===== src/rtl/apb_reg_completer_if.sv =====
// APB bus bundle between the processor-side initiator and the register completer.
// Clock and reset travel as plain ports on the modules.
interface apb_reg_completer_if #(
   parameter int unsigned ADDR_WIDTH = 8,
   parameter int unsigned DATA_WIDTH = 32
);
   logic                  PSEL;
   logic                  PENABLE;
   logic                  PWRITE;
   logic [ADDR_WIDTH-1:0] PADDR;
   logic [DATA_WIDTH-1:0] PWDATA;
   logic [DATA_WIDTH-1:0] PRDATA;
   logic                  PREADY;
   logic                  PSLVERR;

   modport master (
      output PSEL, PENABLE, PWRITE, PADDR, PWDATA,
      input  PRDATA, PREADY, PSLVERR
   );

   modport slave (
      input  PSEL, PENABLE, PWRITE, PADDR, PWDATA,
      output PRDATA, PREADY, PSLVERR
   );
endinterface


===== src/rtl/apb_reg_completer.sv =====
// APB completer exposing a word-addressed register bank (last entry read-only status)
// with programmable wait states, PSLVERR on illegal accesses and per-register write strobes.
module apb_reg_completer #(
   parameter int unsigned ADDR_WIDTH  = 8,
   parameter int unsigned DATA_WIDTH  = 32,
   parameter int unsigned NUM_REGS    = 8,
   parameter int unsigned WAIT_CYCLES = 1
) (
   input  logic                  PCLK,
   input  logic                  PRESETn,
   apb_reg_completer_if.slave    apb,
   input  logic [DATA_WIDTH-1:0] status_in,
   output logic [DATA_WIDTH-1:0] ctrl_out,
   output logic [NUM_REGS-1:0]   wr_strobe
);

   localparam int unsigned IdxFullW = ADDR_WIDTH - 2;
   localparam int unsigned IdxW     = (NUM_REGS > 1) ? $clog2(NUM_REGS) : 1;
   localparam int unsigned CntW     = (WAIT_CYCLES > 0) ? $clog2(WAIT_CYCLES + 1) : 1;

   typedef enum logic {StIdle, StAccess} state_e;

   state_e                state_q, state_d;
   logic [CntW-1:0]       cnt_q, cnt_d;
   logic                  write_q, write_d;
   logic                  err_q, err_d;
   logic [IdxW-1:0]       idx_q, idx_d;
   logic [NUM_REGS-1:0]   strobe_q, strobe_d;
   logic [DATA_WIDTH-1:0] regs_q [NUM_REGS];
   logic [DATA_WIDTH-1:0] regs_d [NUM_REGS];

   logic [IdxFullW-1:0] setup_idx;
   logic                setup_err;
   logic                setup;
   logic                cnt_zero;
   logic                ready;
   logic                commit;

   assign setup_idx = apb.PADDR[ADDR_WIDTH-1:2];
   assign setup_err = (apb.PADDR[1:0] != 2'b00) ||
                      (32'(setup_idx) >= NUM_REGS) ||
                      (apb.PWRITE && (32'(setup_idx) == NUM_REGS - 1));
   assign setup     = (state_q == StIdle) && apb.PSEL && !apb.PENABLE;
   assign cnt_zero  = (cnt_q == '0);
   // PSEL is the only live input into PREADY: it lets an aborted access never report ready.
   assign ready     = (state_q == StAccess) && apb.PSEL && cnt_zero;
   assign commit    = ready && apb.PENABLE && write_q && !err_q;

   // State register
   always_ff @(posedge PCLK or negedge PRESETn) begin
      if (!PRESETn) begin
         state_q <= StIdle;
      end else begin
         state_q <= state_d;
      end
   end

   // Next-state logic
   always_comb begin
      state_d = state_q;
      unique case (state_q)
         StIdle:   if (setup) state_d = StAccess;
         StAccess: if (!apb.PSEL || cnt_zero) state_d = StIdle;
         default:  state_d = StIdle;
      endcase
   end

   // Output logic
   always_comb begin
      apb.PREADY  = ready;
      apb.PSLVERR = ready && err_q;
      apb.PRDATA  = '0;
      if (ready && !write_q && !err_q) begin
         apb.PRDATA = (32'(idx_q) == NUM_REGS - 1) ? status_in : regs_q[idx_q];
      end
   end

   // Datapath next-state: transfer context, wait counter, register bank, strobes
   always_comb begin
      cnt_d    = cnt_q;
      write_d  = write_q;
      err_d    = err_q;
      idx_d    = idx_q;
      regs_d   = regs_q;
      strobe_d = '0;
      if (setup) begin
         cnt_d   = CntW'(WAIT_CYCLES);
         write_d = apb.PWRITE;
         err_d   = setup_err;
         idx_d   = setup_idx[IdxW-1:0];
      end else if ((state_q == StAccess) && apb.PSEL && !cnt_zero) begin
         cnt_d = cnt_q - CntW'(1);
      end
      if (commit) begin
         regs_d[idx_q]   = apb.PWDATA;
         strobe_d[idx_q] = 1'b1;
      end
   end

   always_ff @(posedge PCLK or negedge PRESETn) begin
      if (!PRESETn) begin
         cnt_q    <= '0;
         write_q  <= 1'b0;
         err_q    <= 1'b0;
         idx_q    <= '0;
         strobe_q <= '0;
         regs_q   <= '{default: '0};
      end else begin
         cnt_q    <= cnt_d;
         write_q  <= write_d;
         err_q    <= err_d;
         idx_q    <= idx_d;
         strobe_q <= strobe_d;
         regs_q   <= regs_d;
      end
   end

   assign ctrl_out  = regs_q[0];
   assign wr_strobe = strobe_q;

endmodule


===== src/flat_wrapper.sv =====
// flat-port wrapper written by rule: the top's interface ports become plain ports
module apb_reg_completer_flat 
#(
   parameter int unsigned ADDR_WIDTH  = 8,
   parameter int unsigned DATA_WIDTH  = 32,
   parameter int unsigned NUM_REGS    = 8,
   parameter int unsigned WAIT_CYCLES = 1
)
  (PCLK, PRESETn, status_in, ctrl_out, wr_strobe, apb_PSEL, apb_PENABLE, apb_PWRITE, apb_PADDR, apb_PWDATA, apb_PRDATA, apb_PREADY, apb_PSLVERR);
  apb_reg_completer_if #(.ADDR_WIDTH(ADDR_WIDTH), .DATA_WIDTH(DATA_WIDTH)) apb_i ();
  input  logic PCLK;
  input  logic PRESETn;
  input  logic [DATA_WIDTH-1:0] status_in;
  output logic [DATA_WIDTH-1:0] ctrl_out;
  output logic [NUM_REGS-1:0] wr_strobe;
  input wire logic [$bits(apb_i.PSEL)-1:0] apb_PSEL;
  input wire logic [$bits(apb_i.PENABLE)-1:0] apb_PENABLE;
  input wire logic [$bits(apb_i.PWRITE)-1:0] apb_PWRITE;
  input wire logic [$bits(apb_i.PADDR)-1:0] apb_PADDR;
  input wire logic [$bits(apb_i.PWDATA)-1:0] apb_PWDATA;
  output wire logic [$bits(apb_i.PRDATA)-1:0] apb_PRDATA;
  output wire logic [$bits(apb_i.PREADY)-1:0] apb_PREADY;
  output wire logic [$bits(apb_i.PSLVERR)-1:0] apb_PSLVERR;
  assign apb_i.PSEL = apb_PSEL;
  assign apb_i.PENABLE = apb_PENABLE;
  assign apb_i.PWRITE = apb_PWRITE;
  assign apb_i.PADDR = apb_PADDR;
  assign apb_i.PWDATA = apb_PWDATA;
  assign apb_PRDATA = apb_i.PRDATA;
  assign apb_PREADY = apb_i.PREADY;
  assign apb_PSLVERR = apb_i.PSLVERR;
  apb_reg_completer #(.ADDR_WIDTH(ADDR_WIDTH), .DATA_WIDTH(DATA_WIDTH), .NUM_REGS(NUM_REGS), .WAIT_CYCLES(WAIT_CYCLES)) u_core (.PCLK(PCLK), .PRESETn(PRESETn), .apb(apb_i), .status_in(status_in), .ctrl_out(ctrl_out), .wr_strobe(wr_strobe));
endmodule

===== config.mk =====
export PLATFORM = sky130hd
export DESIGN_NAME = apb_reg_completer_flat
export DESIGN_NICKNAME = d
export VERILOG_FILES = /design/src/rtl/apb_reg_completer_if.sv /design/src/rtl/apb_reg_completer.sv /design/src/flat_wrapper.sv
export SDC_FILE = /design/constraint.sdc
export NUM_CORES = 1
export LEC_CHECK = 0
export CORE_UTILIZATION = 60
export CTS_CLUSTER_SIZE = 30
export DETAILED_ROUTE_END_ITERATION = 16
export PLACE_DENSITY = 0.87
export SYNTH_ARGS = -nofsm -noshare
export SYNTH_HDL_FRONTEND = slang
export SYNTH_SLANG_ARGS = --single-unit

===== constraint.sdc =====
create_clock -name PCLK -period 6 [get_ports PCLK]
set_clock_uncertainty 0.05 [all_clocks]
set_input_delay 0.9 -clock PCLK [delete_from_list [all_inputs] [get_ports PCLK]]
set_output_delay 0.9 -clock PCLK [all_outputs]
set_load 0.03 [all_outputs]

==> impl_metrics.ini <==
[placed_design]
numPortBuffers = 150
place_congestion = 0.750
placed_area_mm2 = 0.0130
dp_hpwl_um = 16000

[worst_setup_path]
cp_max_fo = 60
cp.required_ps = 5050
cpPeakStageDelay_ps = 1080
cp-start-kind = flop
cp.arrival_ps = 3930
path_cells = buf_4 > mux2_2 > o221ai_1 > a211oi_1 > clkdlybuf4s50_1
cp_slowest_cell = dfrtp_4
cp-end-kind = primary output
cp.buffers_inverters = 2
critical-path-top-delay-family = buffers and inverters
critical_path_class = flop to primary output

[run_status]
status = finished clean

[detailed_routing]
num_vias = 7285
via_per_inst = 6.07
ant_nets = 0
routedWlPerCell_um = 22.1
drt-initial-drc-count = 494
drc = 0
wl_um = 26600
dr.pass1.iters = 4

[sta]
fmax_mhz = 205
timing.final.crit_share_pct = 81.3
drv_slew = 0
relSlewSlack_pct = 21.6
finalSetupViolCount = 0
setup_tns_ps = 0
rsz0062_at_grt = false
worst_pin_slew_ps = 1180
fin_crit_ps = 4880
hold_violations = 0

[clock_tree]
h-tree-depth = 1
cts_tree = built
post_cts_resized = 0
clk_pin_slew_ps = 60
postCtsSetupRepairBufs = 0
root_buffer = clkbuf_16
cts_buffers = 24
ctsLongestPathBuffers = 3
clkSinkCount = 240
ctsHoldBuffers = 0
clk_latency_ps = 510

[global_routing]
met3_usage_pct = 4.14
grt_pass1_wl_um = 42700
grtUsageMet1_pct = 37.9
grt_pass1_vias = 7779
grt_use_met2_pct = 45.3
grt-ovfl-total = 0
top_usage_layer = met2
grt_usage_pct = 27.5
grt_max_degree = 124
antenna_found_initial = 3

[die]
io_pins = 151
die_h_um = 141
rows = 50
dieArea_mm2 = 0.0199
die_x_um = 141
initial_core_util_pct = 61.6
fp.coreArea_mm2 = 0.0188

[synth]
ys_ff_latch = 240
synth.cell_area_mm2 = 0.0116
synthFlopType = dfrtp_1
synth_edf_count = 0
yosysSeqAreaShare_pct = 51.8
synth.avg_cell_area_um2 = 14.0
synth_cell_types = 34
synthCells = 829
synth-async-reset-ratio_pct = 100
synth_warnings = 0
syn_nets = 906

[cells_and_area]
fin_nets = 997
design_area_mm2 = 0.0138
area_growth_pct = 19.1
layout-drive-gt1-share_pct = 33.8

[pwr]
pwr_density_cell_mw_per_mm2 = 264
ir_drop_uv = 248
p_leak_uw = 0.00655

[min_path]
hp-class = input pin to asynchronous set/reset pin

[flow_run]
cap_violations = 0
cell usage after synthesis, types with 2 or more instances:
master    instances  area share [%]
nor3_1            2           0.086
mux2i_1          65             5.6
buf_4            35             2.3
inv_1             6            0.19
a211oi_1         32             2.1
and2_1            2            0.11
o221ai_1         31             2.3
dfrtp_1         240              52
a21oi_1           2           0.086
buf_1             3           0.097
nand2b_1          5            0.27
nor2_1           34             1.1
or4_1             4            0.26
nand2_1           3           0.097
clkbuf_1         20            0.65
mux2_2          193              19
o22a_1           32             2.4
mux2_1            8            0.78
buf_6             7            0.68
mux2_4           58             7.5
buf_2            31             1.3
o21ai_0           2           0.086
nor4_4            3            0.55
state kept, by name, indices dropped and copies added (netlist names):
name	count
u_core.state_q	1
u_core.write_q	1
u_core.cnt_q	1
u_core.regs_q	193
u_core.wr_strobe	8
u_core.idx_q	3
u_core.err_q	1
u_core.ctrl_out	32
per-stage QoR:
stage	worst slack (ps)	hold slack [ps]	total power, uW	std cells	util (%)
after floorplan	2530	414	1910	829	-
after global placement	1510	424	2090	1154	68.8
after detailed placement	1420	431	2100	1154	68.8
after CTS	1080	437	3660	1198	73.3
after global routing	977	448	3760	1201	73.3
final	1120	385	3640	1201	73.3
layout make-up:
type	instances	area, um2
Antenna cell	3	7.51
Clock buffer	36	727
Tap cell	260	325
Sequential cell	240	6010
Clock inverter	8	115
Multi-Input combinational cell	487	5000
Timing Repair Buffer	161	1600
Inverter	6	22.5
Fill cell	1193	5020
worst paths after layout:
| kind | startpoint | end | slack (ps) | cells past startpoint |
|---|---|---|---|---|
| worst max-delay path | u_core.idx_q[0] | apb_PRDATA[29] | 1120 | 5 |
| worst min-delay path | PRESETn | u_core.wr_strobe[0] | 380 | 1 |
| worst max register to register | u_core.idx_q[0] | u_core.regs_q[69] | 1940 | 5 |
| worst min register to register | u_core.regs_q[217] | u_core.regs_q[217] | 440 | 1 |
| max in group asynchronous | PRESETn | u_core.ctrl_out[4] | 4360 | 2 |
| min in group PCLK | u_core.regs_q[217] | u_core.regs_q[217] | 440 | 1 |
metal layers:
layer | wire (um) | vias to the layer above | part of all wire, %
met5 | 0 | - | 0
met4 | 503 | 0 | 1.9
met3 | 1190 | 34 | 4.5
met2 | 13000 | 185 | 49
met1 | 11900 | 3852 | 45
li1 | - | 3214 | -
kinds of logic (layout without fill, tap and decap cells):
logic type | after synthesis | after routing | synth area share [%]
multiplexers | 324 | 324 | 32.7
flip-flops | 240 | 240 | 51.8
AO/OA/AOI/OAI | 102 | 102 | 7.22
buffers and inverters | 102 | 211 | 5.22
AND/OR/NAND/NOR | 61 | 61 | 3.09
other | 0 | 3 | 0
power breakdown:
part           total (uW)  internal [uW]  switching (uW)  leakage, uW
combinational         350            145             204      0.00280
clock                1570            964             610     0.000419
sequential           1720           1640            83.3      0.00333
cell usage in the layout (no fill, tap or decap), types with 2 or more instances in the layout:
cell,netlist,routed
dfrtp_2,0,2
bufinv_16,0,3
dfrtp_1,240,237
o21ai_0,2,2
inv_1,6,6
and2_1,2,2
nand2_1,3,3
mux2_1,8,8
clkbuf_1,20,5
mux2_2,193,193
a211oi_1,32,32
clkbuf_8,0,6
clkbuf_16,0,25
nor2_1,34,34
mux2i_1,65,65
o22a_1,32,32
or4_2,0,3
mux2_4,58,58
clkdlybuf4s50_1,0,149
nor4_4,3,4
clkinv_2,0,5
a21oi_1,2,2
nand2b_1,5,5
nor3_1,2,2
buf_4,35,10
diode_2,0,3
o221ai_1,31,31
(Power assumes the default switching activity.)
